$ cat config.mk
export PLATFORM = sky130hd
export DESIGN_NAME = if_fetch_unit_flat
export DESIGN_NICKNAME = d
export VERILOG_FILES = /design/src/rtl/cpu_pkg.sv /design/src/rtl/if_fetch_unit_if.sv /design/src/rtl/add32.sv /design/src/rtl/if_id_reg.sv /design/src/rtl/if_fetch_unit.sv /design/src/flat_wrapper.sv
export SDC_FILE = /design/constraint.sdc
export NUM_CORES = 1
export LEC_CHECK = 0
export CAP_MARGIN = 15
export CORE_UTILIZATION = 40
export DETAILED_ROUTE_END_ITERATION = 16
export GPL_TIMING_DRIVEN = 0
export PLACE_DENSITY_LB_ADDON = 0.25
export SYNTH_ARGS = -nofsm -noshare
export SYNTH_HDL_FRONTEND = slang
export SYNTH_SLANG_ARGS = --single-unit
$ cat constraint.sdc
create_clock -name clk -period 3.5 [get_ports clk]
set_input_delay 0.35 -clock clk [delete_from_list [all_inputs] [get_ports clk]]
set_output_delay 0.35 -clock clk [all_outputs]
set_load 0.05 [all_outputs]
$ cat src/rtl/cpu_pkg.sv
// ---------------------------------------------------------------------------
// cpu_pkg
// Shared definitions for the pipeline front end.
//   PCSRC_*        : pcsource encodings driven by the decode stage
//   NOP_INST       : instruction word used for IF/ID bubbles
//   fetch_state_t  : fetch controller state encoding
//   word_align()   : clears bits [1:0] of an address
// ---------------------------------------------------------------------------
package cpu_pkg;

    localparam logic [1:0]  PCSRC_SEQ = 2'b00;
    localparam logic [1:0]  PCSRC_BR  = 2'b01;
    localparam logic [1:0]  PCSRC_JMP = 2'b10;

    localparam logic [31:0] NOP_INST  = 32'h0000_0000;

    typedef enum logic [1:0] {
        FETCH = 2'b00,
        HOLD  = 2'b01,
        DRAIN = 2'b10
    } fetch_state_t;

    function automatic logic [31:0] word_align(input logic [31:0] addr);
        return {addr[31:2], 2'b00};
    endfunction

endpackage

$ cat src/rtl/if_fetch_unit_if.sv
// ---------------------------------------------------------------------------
// if_fetch_unit_if
// Instruction-memory request/acknowledge bus.
//   imem_req   : fetch request (master -> slave)
//   imem_addr  : word-aligned fetch address, stable while req is pending
//   imem_ack   : instruction valid this cycle (slave -> master)
//   imem_rdata : fetched instruction word (slave -> master)
// Modports: master = fetch unit, slave = instruction memory.
// ---------------------------------------------------------------------------
interface if_fetch_unit_if;

    logic        imem_req;
    logic [31:0] imem_addr;
    logic        imem_ack;
    logic [31:0] imem_rdata;

    modport master (
        output imem_req,
        output imem_addr,
        input  imem_ack,
        input  imem_rdata
    );

    modport slave (
        input  imem_req,
        input  imem_addr,
        output imem_ack,
        output imem_rdata
    );

endinterface

$ cat src/rtl/add32.sv
// ---------------------------------------------------------------------------
// add32
// 32-bit modulo adder (carry out discarded).
//   i_a, i_b : operands
//   o_sum    : (i_a + i_b) mod 2^32
// ---------------------------------------------------------------------------
module add32 (
    input  logic [31:0] i_a,
    input  logic [31:0] i_b,
    output logic [31:0] o_sum
);

    assign o_sum = i_a + i_b;

endmodule

$ cat src/rtl/if_id_reg.sv
// ---------------------------------------------------------------------------
// if_id_reg
// IF/ID pipeline register holding pc4, inst and a valid flag.
//   clk, rst  : clock, synchronous active-high reset
//   i_flush   : replace contents with a bubble (highest priority)
//   i_hold    : keep current contents
//   i_load    : capture i_pc4 / i_inst as a real instruction
//   i_pc4     : PC+4 of the instruction being loaded
//   i_inst    : instruction word being loaded
//   o_pc4     : registered PC+4
//   o_inst    : registered instruction
//   o_valid   : 1 = real instruction, 0 = bubble
// ---------------------------------------------------------------------------
module if_id_reg #(
    parameter logic [31:0] NOP_INST = cpu_pkg::NOP_INST
) (
    input  logic        clk,
    input  logic        rst,
    input  logic        i_flush,
    input  logic        i_hold,
    input  logic        i_load,
    input  logic [31:0] i_pc4,
    input  logic [31:0] i_inst,
    output logic [31:0] o_pc4,
    output logic [31:0] o_inst,
    output logic        o_valid
);

    always_ff @(posedge clk) begin
        if (rst) begin
            o_pc4   <= 32'h0000_0000;
            o_inst  <= NOP_INST;
            o_valid <= 1'b0;
        end else if (i_flush) begin
            o_pc4   <= 32'h0000_0000;
            o_inst  <= NOP_INST;
            o_valid <= 1'b0;
        end else if (i_hold) begin
            o_pc4   <= o_pc4;
            o_inst  <= o_inst;
            o_valid <= o_valid;
        end else if (i_load) begin
            o_pc4   <= i_pc4;
            o_inst  <= i_inst;
            o_valid <= 1'b1;
        end
    end

endmodule

$ cat src/rtl/if_fetch_unit.sv
// ---------------------------------------------------------------------------
// if_fetch_unit
// Instruction-fetch stage plus IF/ID register. Owns the PC, fetches over a
// req/ack handshake and accepts branch/jump redirects resolved in ID (no
// delay slot: a taken redirect squashes the wrong-path fetch).
//   clk, rst   : clock, synchronous active-high reset
//   pcsource   : 00 seq, 01 branch (bpc), 10 jump (jpc), 11 as seq
//   bpc, jpc   : branch / jump targets from ID
//   stall      : hold PC and IF/ID
//   imem       : instruction memory bus (master side)
//   pc4, inst  : IF/ID contents
//   id_valid   : IF/ID holds a real instruction
//
// state | meaning
// FETCH | request outstanding at pc; ack may arrive in the same cycle
// HOLD  | fetched word parked in hold_buf while stalled; no request
// DRAIN | redirect taken before ack; finish old request, then go to pend_pc
// ---------------------------------------------------------------------------
module if_fetch_unit import cpu_pkg::*; #(
    parameter logic [31:0] RESET_PC = 32'h0000_0000,
    parameter logic [31:0] NOP_INST = cpu_pkg::NOP_INST
) (
    input  logic        clk,
    input  logic        rst,
    input  logic [1:0]  pcsource,
    input  logic [31:0] bpc,
    input  logic [31:0] jpc,
    input  logic        stall,
    if_fetch_unit_if.master imem,
    output logic [31:0] pc4,
    output logic [31:0] inst,
    output logic        id_valid
);

    fetch_state_t r_state;
    logic [31:0]  r_pc;
    logic [31:0]  r_pend_pc;
    logic [31:0]  r_hold_buf;

    logic [31:0]  w_pc_plus4;
    logic [31:0]  w_target;
    logic         w_redirect;
    logic         w_ifid_load;
    logic         w_ifid_flush;
    logic [31:0]  w_ifid_inst;

    add32 u_pc_add (
        .i_a   (r_pc),
        .i_b   (32'd4),
        .o_sum (w_pc_plus4)
    );

    // pcsource is only trusted when ID holds a real, non-stalled instruction.
    assign w_redirect = id_valid && !stall &&
                        ((pcsource == PCSRC_BR) || (pcsource == PCSRC_JMP));
    assign w_target   = (pcsource == PCSRC_JMP) ? jpc : bpc;

    assign imem.imem_req  = !rst && ((r_state == FETCH) || (r_state == DRAIN));
    assign imem.imem_addr = word_align(r_pc);

    always_comb begin
        w_ifid_load  = 1'b0;
        w_ifid_flush = 1'b0;
        w_ifid_inst  = imem.imem_rdata;
        case (r_state)
            FETCH: begin
                if (w_redirect) begin
                    w_ifid_flush = 1'b1;
                end else if (!stall) begin
                    if (imem.imem_ack) begin
                        w_ifid_load = 1'b1;
                    end else begin
                        w_ifid_flush = 1'b1;
                    end
                end
            end
            HOLD: begin
                w_ifid_inst = r_hold_buf;
                if (w_redirect) begin
                    w_ifid_flush = 1'b1;
                end else if (!stall) begin
                    w_ifid_load = 1'b1;
                end
            end
            default: begin
                // DRAIN: keep IF/ID a bubble so no second redirect can arrive.
                w_ifid_flush = 1'b1;
            end
        endcase
    end

    always_ff @(posedge clk) begin
        if (rst) begin
            r_state    <= FETCH;
            r_pc       <= RESET_PC;
            r_pend_pc  <= 32'h0000_0000;
            r_hold_buf <= NOP_INST;
        end else begin
            case (r_state)
                FETCH: begin
                    if (w_redirect) begin
                        if (imem.imem_ack) begin
                            r_pc <= w_target;
                        end else begin
                            // Address must stay stable until ack, so park the target.
                            r_pend_pc <= w_target;
                            r_state   <= DRAIN;
                        end
                    end else if (imem.imem_ack) begin
                        if (stall) begin
                            r_hold_buf <= imem.imem_rdata;
                            r_state    <= HOLD;
                        end else begin
                            r_pc <= w_pc_plus4;
                        end
                    end
                end
                HOLD: begin
                    if (w_redirect) begin
                        r_pc    <= w_target;
                        r_state <= FETCH;
                    end else if (!stall) begin
                        r_pc    <= w_pc_plus4;
                        r_state <= FETCH;
                    end
                end
                DRAIN: begin
                    if (imem.imem_ack) begin
                        r_pc    <= r_pend_pc;
                        r_state <= FETCH;
                    end
                end
                default: begin
                    r_state <= FETCH;
                end
            endcase
        end
    end

    if_id_reg #(
        .NOP_INST (NOP_INST)
    ) u_if_id (
        .clk     (clk),
        .rst     (rst),
        .i_flush (w_ifid_flush),
        .i_hold  (stall),
        .i_load  (w_ifid_load),
        .i_pc4   (w_pc_plus4),
        .i_inst  (w_ifid_inst),
        .o_pc4   (pc4),
        .o_inst  (inst),
        .o_valid (id_valid)
    );

endmodule

$ cat src/flat_wrapper.sv
// flat-port wrapper written by rule: the top's interface ports become plain ports
module if_fetch_unit_flat import cpu_pkg::*;
#(
    parameter logic [31:0] RESET_PC = 32'h0000_0000,
    parameter logic [31:0] NOP_INST = cpu_pkg::NOP_INST
)
  (clk, rst, pcsource, bpc, jpc, stall, pc4, inst, id_valid, imem_imem_req, imem_imem_addr, imem_imem_ack, imem_imem_rdata);
  if_fetch_unit_if imem_i ();
  input  logic clk;
  input  logic rst;
  input  logic [1:0] pcsource;
  input  logic [31:0] bpc;
  input  logic [31:0] jpc;
  input  logic stall;
  output logic [31:0] pc4;
  output logic [31:0] inst;
  output logic id_valid;
  output wire logic [$bits(imem_i.imem_req)-1:0] imem_imem_req;
  output wire logic [$bits(imem_i.imem_addr)-1:0] imem_imem_addr;
  input wire logic [$bits(imem_i.imem_ack)-1:0] imem_imem_ack;
  input wire logic [$bits(imem_i.imem_rdata)-1:0] imem_imem_rdata;
  assign imem_imem_req = imem_i.imem_req;
  assign imem_imem_addr = imem_i.imem_addr;
  assign imem_i.imem_ack = imem_imem_ack;
  assign imem_i.imem_rdata = imem_imem_rdata;
  if_fetch_unit #(.RESET_PC(RESET_PC), .NOP_INST(NOP_INST)) u_core (.clk(clk), .rst(rst), .pcsource(pcsource), .bpc(bpc), .jpc(jpc), .stall(stall), .imem(imem_i), .pc4(pc4), .inst(inst), .id_valid(id_valid));
endmodule
==> flow_summary.html, run 1 <==
<table>
<tr><th>Metric</th><th>Value</th></tr>
<tr><th colspan="2">Clocking</th></tr>
<tr><td>Max Root-Sink Buffers</td><td>2</td></tr>
<tr><td>H-tree levels</td><td>4</td></tr>
<tr><td>PostCTS Resize Cnt</td><td>0</td></tr>
<tr><td>CTS Hold Buffers Added</td><td>0</td></tr>
<tr><td>CTS tree</td><td>yes</td></tr>
<tr><td>CTS Root Buffer Type</td><td>clkbuf_16</td></tr>
<tr><td>Clock latency reported for the late side of the worst-skew pair</td><td>0.44 ns</td></tr>
<tr><td>TritonCTS buffer count</td><td>17</td></tr>
<tr><td>Setup Buffers After CTS</td><td>0</td></tr>
<tr><td>TritonCTS sink count</td><td>163</td></tr>
<tr><td>Clock-pin slew on the worst setup and hold paths</td><td>0.07 ns</td></tr>
<tr><th colspan="2">Logic synthesis</th></tr>
<tr><td>Leading post-synthesis cells by cell area</td><td>dfxtp_1, a211oi_1, mux2i_1</td></tr>
<tr><td>Number of flops mapped to enable cells by yosys</td><td>0</td></tr>
<tr><td>Synthesized area per cell</td><td>8.366 sq um</td></tr>
<tr><td>Warnings from Yosys</td><td>0</td></tr>
<tr><td>Flip-flop and latch count after synthesis</td><td>163</td></tr>
<tr><td>Post-synth ARST share</td><td>0</td></tr>
<tr><td>Area share of the leading cell type in the synthesized netlist</td><td>0.4110</td></tr>
<tr><td>Top FF cell, synth</td><td>dfxtp_1</td></tr>
<tr><td>Count of different cell masters after synthesis</td><td>58</td></tr>
<tr><td>Portion of the post-synthesis area used by sequential elements</td><td>0.4110</td></tr>
<tr><td>Area of the mapped netlist</td><td>7939 sq um</td></tr>
<tr><td>Post-Syn Instances</td><td>949</td></tr>
<tr><td>Cell type contributing the most total cell area after synthesis</td><td>dfxtp_1</td></tr>
<tr><th colspan="2">Worst setup path</th></tr>
<tr><td>Crit Path Class</td><td>input pin to output pin</td></tr>
<tr><td>Critical Path, Cell by Cell</td><td>clkdlybuf4s50_1 -&gt; clkbuf_1 -&gt; buf_1 -&gt; nor2_1 -&gt; clkdlybuf4s50_1</td></tr>
<tr><td>Crit-path most repeated cell</td><td>clkdlybuf4s50_1</td></tr>
<tr><td>Worst-path cell with the longest stage delay</td><td>clkdlybuf4s50_1</td></tr>
<tr><td>CP delay by family, top</td><td>buffers and inverters</td></tr>
<tr><td>CP Data Arrival Time</td><td>2.81 ns</td></tr>
<tr><td>CP bufs+invs</td><td>4</td></tr>
<tr><td>Highest fanout seen on the critical path</td><td>10</td></tr>
<tr><td>Slowest Stage Delay on Critical Path</td><td>0.75 ns</td></tr>
<tr><td>Endpoint class of the critical path</td><td>output pin</td></tr>
<tr><td>Crit path required time</td><td>3.15 ns</td></tr>
<tr><td>Crit path launch type</td><td>input pin</td></tr>
<tr><th colspan="2">Global route</th></tr>
<tr><td>Number of antenna violations at the first check in global routing</td><td>0</td></tr>
<tr><td>Maximum number of pins on one net before global-route repair</td><td>18</td></tr>
<tr><td>Total congestion overflow after global routing</td><td>0</td></tr>
<tr><td>Vias in the first global route</td><td>7,138</td></tr>
<tr><td>Global router's overall resource usage</td><td>0.2462</td></tr>
<tr><td>Global-route wire length before repair</td><td>38,240 um</td></tr>
<tr><th colspan="2">Status</th></tr>
<tr><td>Run status</td><td>completed</td></tr>
<tr><th colspan="2">STA</th></tr>
<tr><td>Worst-case headroom to the max-slew limit</td><td>0.3195</td></tr>
<tr><td>RSZ-0062 raised after global routing</td><td>no</td></tr>
<tr><td>Final-report hold violation count</td><td>0</td></tr>
<tr><td>Post-layout minimum cycle time</td><td>3.163 ns</td></tr>
<tr><td>Final count of pins violating max slew</td><td>0</td></tr>
<tr><td>Setup TNS</td><td>0 ns</td></tr>
<tr><td>Crit share post-route</td><td>0.9037</td></tr>
<tr><td>Transition time at the pin with the least slew margin</td><td>1.019 ns</td></tr>
<tr><td>Clk_skew</td><td>0.01299 ns</td></tr>
<tr><td>Fmax</td><td>316.2 MHz</td></tr>
<tr><td>Worst hold-check slack</td><td>0.4543 ns</td></tr>
<tr><td>Setup-violating endpoint count in the final report</td><td>0</td></tr>
<tr><th colspan="2">Floorplanning</th></tr>
<tr><td>Ports</td><td>200</td></tr>
<tr><td>Initial cell density of the core</td><td>0.4079</td></tr>
<tr><td>Horizontal die dimension</td><td>142.9 um</td></tr>
<tr><td>Die extent in y</td><td>142.9 um</td></tr>
<tr><td>Floorplan die area</td><td>20,410 sq um</td></tr>
<tr><td>Row count</td><td>51</td></tr>
<tr><td>Core box area</td><td>19,460 sq um</td></tr>
<tr><th colspan="2">Place</th></tr>
<tr><td>Gp weighted congestion</td><td>0.8994</td></tr>
<tr><td>HPWL after detailed placement</td><td>18,780 um</td></tr>
<tr><td>Port-buffer cells</td><td>197</td></tr>
<tr><th colspan="2">Cells and area</th></tr>
<tr><td>Antenna diode instance count</td><td>0</td></tr>
<tr><td># nets final</td><td>1,270</td></tr>
<tr><td>Fraction of final layout cells with drive strength greater than 1</td><td>0.07718</td></tr>
<tr><td>Area growth syn-to-layout</td><td>36.41%</td></tr>
<tr><td>Filler Cells Inserted</td><td>1,826</td></tr>
<tr><td>Core occupancy in the finished layout</td><td>0.5564</td></tr>
<tr><th colspan="2">Routing</th></tr>
<tr><td>First DRT Iteration DRCs</td><td>573</td></tr>
<tr><td>Number of nets still failing antenna checks after routing</td><td>0</td></tr>
<tr><td>Detailed-routing iteration count for the pre-antenna-repair pass</td><td>5</td></tr>
<tr><td>Post-DR wirelength/cell</td><td>17.20 um</td></tr>
<tr><td>Per-cell via count in the routed design</td><td>5.353</td></tr>
<tr><td>Number of DRC violations after detailed routing</td><td>0</td></tr>
<tr><td>Total number of vias</td><td>7,730</td></tr>
<tr><td>Total Routed Length</td><td>24,840 um</td></tr>
<tr><th colspan="2">Pwr</th></tr>
<tr><td>Worst ir drop on vdd</td><td>0.3676 mV</td></tr>
<tr><td>Static leakage</td><td>0.003908 uW</td></tr>
<tr><td>Pwr dens</td><td>448.1 nW/um^2</td></tr>
<tr><th colspan="2">Worst hold path</th></tr>
<tr><td>Hold/Removal Path Class</td><td>flip-flop to flip-flop</td></tr>
<tr><th colspan="2">Run</th></tr>
<tr><td>Count of maximum capacitance violations</td><td>0</td></tr>
</table>
## state kept, by name, indices dropped and copies added, names as in the netlist
| register | cells |
|---|---|
| u_core.r_pc | 32 |
| u_core.r_hold_buf | 32 |
| u_core.u_if_id.o_inst | 32 |
| u_core.u_if_id.o_pc4 | 32 |
| u_core.u_if_id.o_valid | 1 |
| u_core.r_pend_pc | 32 |
| u_core.r_state | 2 |
## kinds of logic (layout without fill, tap and decap cells)
family | after synthesis | in the layout | share of synthesized area
flops | 163 | 163 | 0.4110
mux | 69 | 69 | 0.08715
xor+xnor | 25 | 25 | 0.02758
buf+inv | 120 | 349 | 0.07455
simple gates | 329 | 329 | 0.1978
compound gates | 240 | 240 | 0.1983
fa+ha+maj | 2 | 2 | 0.003152
other cells | 1 | 2 | 0.0004724
## cells in the final DEF (no fill, tap or decap), types with 5 or more instances in the layout
| master | netlist | layout |
|---|---|---|
| inv_1 | 8 | 8 |
| xnor2_1 | 12 | 12 |
| inv_6 | 0 | 8 |
| o31ai_1 | 6 | 6 |
| and3_1 | 8 | 8 |
| xor2_1 | 13 | 13 |
| nand3_1 | 21 | 21 |
| o311ai_0 | 6 | 6 |
| nor2_1 | 117 | 117 |
| nand2_1 | 105 | 105 |
| buf_1 | 5 | 5 |
| a211oi_1 | 94 | 94 |
| buf_2 | 14 | 14 |
| nand4_1 | 10 | 10 |
| nor4_1 | 5 | 5 |
| clkbuf_1 | 59 | 59 |
| a31oi_1 | 5 | 5 |
| buf_4 | 33 | 33 |
| mux2i_1 | 68 | 68 |
| a21oi_1 | 69 | 69 |
| clkdlybuf4s50_1 | 0 | 197 |
| o21ai_0 | 34 | 34 |
| and4_1 | 8 | 8 |
| clkbuf_16 | 0 | 17 |
| dfxtp_1 | 163 | 163 |
| nor3_1 | 19 | 19 |
## worst register-to-register path: cells and delay by family, from the launching register on
family	cells	cell delay, ns
compound gates	3	1.16
buf+inv	3	0.64
flops	1	0.40
simple gates	1	0.36
## cell usage after synthesis (all sizes together) (2+ instances only)
library cell  number
and3               8
a211oi            95
and2               3
a31oi              5
o21ai             34
buf               52
nor3b              2
clkbuf            59
ha                 2
nand2            105
xor2              13
a221oi             4
a21oi             69
or3                4
nor3              23
nand3             21
xnor2             12
and4               8
a311oi             3
nand3b             4
o31ai              6
or4                3
nor2             117
o211ai             4
nor4               8
nand4             12
o32ai              4
nor2b              3
nand2b             3
inv                8
o311ai             7
dfxtp            163
o31a               3
and4b              2
mux2i             68
## worst paths after layout
kind	from	end	slack (ns)	cells past startpoint
worst min-delay path	u_core.r_hold_buf[20]$_SDFFE_PP0P_	u_core.r_hold_buf[20]$_SDFFE_PP0P_	0.45	2
worst max-delay path	rst	imem_imem_req	0.34	5
worst max register to register	u_core.u_if_id.o_valid$_SDFFE_PP0P_	u_core.r_pc[23]$_SDFFE_PP0P_	0.86	7
worst min register to register	u_core.r_hold_buf[20]$_SDFFE_PP0P_	u_core.r_hold_buf[20]$_SDFFE_PP0P_	0.45	2
## metrics by stage
step	cells	instance area [sq um]	setup WS (ns)	total power, uW
after floorplan	950	7943	1.394	2628
after global placement	1412	10250	0.1803	3002
after detailed placement	1412	10250	0.1767	3014
after CTS	1444	10830	0.3743	4864
after global routing	1444	10830	0.2599	5020
final	1444	10830	0.3371	4852
## layout make-up
cell class | instances | area [sq um] | share of cell area
Multi-Input combinational cell | 667 | 4088 | 0.3775
Inverter | 9 | 33.78 | 0.003120
Timing Repair Buffer | 197 | 1972 | 0.1821
Clock buffer | 17 | 425.4 | 0.03928
Sequential cell | 163 | 3263 | 0.3013
Tap cell | 265 | 331.6 | 0.03062
Clock inverter | 15 | 157.7 | 0.01456
Buffer | 111 | 558.0 | 0.05153
## per-layer routing
layer / vias up / global-route usage / share of wire
met5: - / 0 / 0
met4: 0 / 0.08149 / 0.021
met3: 43 / 0.05064 / 0.078
met2: 316 / 0.3937 / 0.45
met1: 3557 / 0.3297 / 0.45
li1: 3814 / - / -
## power by group
| part | total (uW) | internal, uW | switching [uW] |
|---|---|---|---|
| sequential | 2020 | 1950 | 75.7 |
| combinational | 953 | 374 | 579 |
| clock | 1880 | 1010 | 864 |
No activity file was read; power rests on OpenSTA's default activity.
==> inputs of run 2 (changes only) <==
--- a/config.mk
+++ b/config.mk
@@ -10,6 +10,7 @@
 export DETAILED_ROUTE_END_ITERATION = 16
 export GPL_TIMING_DRIVEN = 0
 export PLACE_DENSITY_LB_ADDON = 0.25
+export REMOVE_ABC_BUFFERS = 1
 export SYNTH_ARGS = -nofsm -noshare
 export SYNTH_HDL_FRONTEND = slang
 export SYNTH_SLANG_ARGS = --single-unit
==> flow_summary.html, run 2 (synthesis gave the netlist of run 1 again) <==
<table>
<tr><th>Metric</th><th>Value</th></tr>
<tr><th colspan="2">Status</th></tr>
<tr><td>Run status</td><td>completed</td></tr>
<tr><th colspan="2">Pwr</th></tr>
<tr><td>Part of the power in registers</td><td>0.413</td></tr>
<tr><td>Comb pwr share</td><td>0.190</td></tr>
<tr><td>Pwr dens</td><td>455.2 nW/um^2</td></tr>
<tr><td>Internal Dissipation</td><td>3512 uW</td></tr>
<tr><td>Clock share of power</td><td>0.397</td></tr>
<tr><td>Switching power share of the total</td><td>0.2816</td></tr>
<tr><td>Switching power</td><td>1376 uW</td></tr>
<tr><td>Static leakage</td><td>0.003794 uW</td></tr>
<tr><td>Worst ir drop on vdd</td><td>0.3158 mV</td></tr>
<tr><th colspan="2">Global route</th></tr>
<tr><td>Global-route wire length before repair</td><td>35,150 um</td></tr>
<tr><td>Number of antenna violations at the first check in global routing</td><td>0</td></tr>
<tr><td>Maximum number of pins on one net before global-route repair</td><td>56</td></tr>
<tr><td>Global-route met1 utilization</td><td>0.2761</td></tr>
<tr><td>Global router's overall resource usage</td><td>0.2198</td></tr>
<tr><td>Vias in the first global route</td><td>6,682</td></tr>
<tr><td>GR Layer Usage met3</td><td>0.04292</td></tr>
<tr><td>Total congestion overflow after global routing</td><td>0</td></tr>
<tr><td>Met2 Track Usage GR</td><td>0.3749</td></tr>
<tr><td>Busiest layer in global routing</td><td>met2</td></tr>
<tr><th colspan="2">Clocking</th></tr>
<tr><td>H-tree levels</td><td>4</td></tr>
<tr><td>TritonCTS buffer count</td><td>17</td></tr>
<tr><td>Setup Buffers After CTS</td><td>0</td></tr>
<tr><td>TritonCTS sink count</td><td>163</td></tr>
<tr><td>CTS Root Buffer Type</td><td>clkbuf_16</td></tr>
<tr><td>PostCTS Resize Cnt</td><td>0</td></tr>
<tr><td>Clock latency reported for the late side of the worst-skew pair</td><td>0.42 ns</td></tr>
<tr><td>Clock-pin slew on the worst setup and hold paths</td><td>0.07 ns</td></tr>
<tr><td>CTS tree</td><td>yes</td></tr>
<tr><td>Max Root-Sink Buffers</td><td>2</td></tr>
<tr><td>CTS Hold Buffers Added</td><td>0</td></tr>
<tr><th colspan="2">Routing</th></tr>
<tr><td>Number of nets still failing antenna checks after routing</td><td>0</td></tr>
<tr><td>Detailed-routing iteration count for the pre-antenna-repair pass</td><td>5</td></tr>
<tr><td>Per-cell via count in the routed design</td><td>5.284</td></tr>
<tr><td>First DRT Iteration DRCs</td><td>360</td></tr>
<tr><td>Total Routed Length</td><td>21,820 um</td></tr>
<tr><td>Post-DR wirelength/cell</td><td>16.13 um</td></tr>
<tr><td>Number of DRC violations after detailed routing</td><td>0</td></tr>
<tr><td>Total number of vias</td><td>7,149</td></tr>
<tr><th colspan="2">Worst setup path</th></tr>
<tr><td>Worst-path cell with the longest stage delay</td><td>nand4_1</td></tr>
<tr><td>Crit path launch type</td><td>input pin</td></tr>
<tr><td>Highest fanout seen on the critical path</td><td>15</td></tr>
<tr><td>CP delay by family, top</td><td>simple AND/OR/NAND/NOR gates</td></tr>
<tr><td>Endpoint class of the critical path</td><td>flip-flop</td></tr>
<tr><td>Crit Path Class</td><td>input pin to flip-flop</td></tr>
<tr><td>Critical Path, Cell by Cell</td><td>clkdlybuf4s50_1 -&gt; inv_1 -&gt; ha_2 -&gt; or3b_1 -&gt; nand4_1 -&gt; or4_1 -&gt; o211ai_1</td></tr>
<tr><td>Crit path required time</td><td>3.84 ns</td></tr>
<tr><td>Slowest Stage Delay on Critical Path</td><td>0.79 ns</td></tr>
<tr><td>CP bufs+invs</td><td>2</td></tr>
<tr><td>CP Data Arrival Time</td><td>3.43 ns</td></tr>
<tr><th colspan="2">STA</th></tr>
<tr><td>Setup-violating endpoint count in the final report</td><td>0</td></tr>
<tr><td>Setup TNS</td><td>0 ns</td></tr>
<tr><td>RSZ-0062 raised after global routing</td><td>no</td></tr>
<tr><td>Final-report hold violation count</td><td>0</td></tr>
<tr><td>Crit share post-route</td><td>0.8837</td></tr>
<tr><td>Final setup slack of the worst path</td><td>0.4070 ns</td></tr>
<tr><td>Final count of pins violating max slew</td><td>0</td></tr>
<tr><td>Fmax</td><td>323.3 MHz</td></tr>
<tr><td>Worst-case headroom to the max-slew limit</td><td>0.2816</td></tr>
<tr><td>Clk_skew</td><td>0.01095 ns</td></tr>
<tr><td>Post-layout minimum cycle time</td><td>3.093 ns</td></tr>
<tr><td>Transition time at the pin with the least slew margin</td><td>1.074 ns</td></tr>
<tr><td>Worst hold-check slack</td><td>0.4435 ns</td></tr>
<tr><th colspan="2">Run</th></tr>
<tr><td>Count of maximum capacitance violations</td><td>0</td></tr>
<tr><th colspan="2">Floorplanning</th></tr>
<tr><td>Floorplan die area</td><td>20,410 sq um</td></tr>
<tr><td>Row count</td><td>51</td></tr>
<tr><td>Die extent in y</td><td>142.9 um</td></tr>
<tr><td>Ports</td><td>200</td></tr>
<tr><td>Horizontal die dimension</td><td>142.9 um</td></tr>
<tr><td>Initial cell density of the core</td><td>0.4079</td></tr>
<tr><td>Core box area</td><td>19,460 sq um</td></tr>
<tr><th colspan="2">Place</th></tr>
<tr><td>Port-buffer cells</td><td>197</td></tr>
<tr><td>Placement Setup Slack</td><td>-0.03165 ns</td></tr>
<tr><td>HPWL after detailed placement</td><td>15,500 um</td></tr>
<tr><td>Gp weighted congestion</td><td>0.7436</td></tr>
<tr><th colspan="2">Cells and area</th></tr>
<tr><td>Core occupancy in the finished layout</td><td>0.5517</td></tr>
<tr><td># nets final</td><td>1,181</td></tr>
<tr><td>Fraction of final layout cells with drive strength greater than 1</td><td>0.06250</td></tr>
<tr><td>Area growth syn-to-layout</td><td>35.26%</td></tr>
<tr><td>Commonest cells after routing, fill and taps aside</td><td>clkdlybuf4s50_1, dfxtp_1, nor2_1</td></tr>
<tr><td>Leading cell type in the layout, fill and taps excluded</td><td>clkdlybuf4s50_1</td></tr>
<tr><td>Antenna diode instance count</td><td>0</td></tr>
<tr><th colspan="2">Worst hold path</th></tr>
<tr><td>Hold/Removal Path Class</td><td>input pin to flip-flop</td></tr>
</table>
[run 2: cell count changes in the layout (fill, tap and decap cells not counted), moves of 5 or more]
| cell | delta |
|---|---|
| buf_16 | +7 |
| buf_2 | -14 |
| buf_4 | -32 |
| buf_1 | -5 |
| inv_6 | -8 |
| buf_6 | +7 |
| clkbuf_1 | -56 |
| buf_8 | +5 |
[run 2: power by group through the flow]
stage               Combinational (uW)  Clock, uW  Sequential [uW]
global route                      1000       2060             2030
CTS                                939       1980             2020
floorplan                          314          0             2280
detailed placement                 936          0             2060
finish                             931       1940             2020
global placement                   922          0             2050
[run 2: metrics by stage]
stage	instances	cell area (sq um)	total power, uW
finish	1353	10740	4888
floorplan	839	7385	2591
global placement	1301	9688	2977
detailed placement	1323	10140	2994
global route	1353	10740	5087
CTS	1353	10740	4932
[run 2: worst paths after layout]
| check | from | end | slack, ns | cells past startpoint |
|---|---|---|---|---|
| worst max-delay path | pcsource[0] | u_core.r_pc[19]$_SDFFE_PP0P_ | 0.41 | 7 |
| worst min-delay path | rst | u_core.r_pc[9]$_SDFFE_PP0P_ | 0.44 | 2 |
| worst max register to register | u_core.u_if_id.o_valid$_SDFFE_PP0P_ | u_core.r_pc[19]$_SDFFE_PP0P_ | 0.77 | 4 |
| worst min register to register | u_core.r_pc[0]$_SDFFE_PP0P_ | u_core.u_if_id.o_pc4[0]$_SDFFE_PP0P_ | 0.45 | 2 |
[run 2: cell type report]
type	instances	area (sq um)
Tap cell	265	331.6
Multi-Input combinational cell	667	4136
Sequential cell	163	3263
Fill cell	1814	8725
Clock buffer	20	436.7
Clock inverter	10	160.2
Timing Repair Buffer	219	2376
Inverter	9	33.78
[run 2: worst reg2reg max path, cell delays in order (launching register included)]
cell	delay, ns
dfxtp_1	0.34
or3b_1	0.68
nand4_1	0.79
or4_1	0.74
o211ai_1	0.09
[run 2: layer usage]
metal | routed length (um) | vias up
met5 | 0 | -
met4 | 207 | 0
met3 | 1113 | 18
met2 | 10530 | 176
met1 | 9977 | 3323
li1 | - | 3632
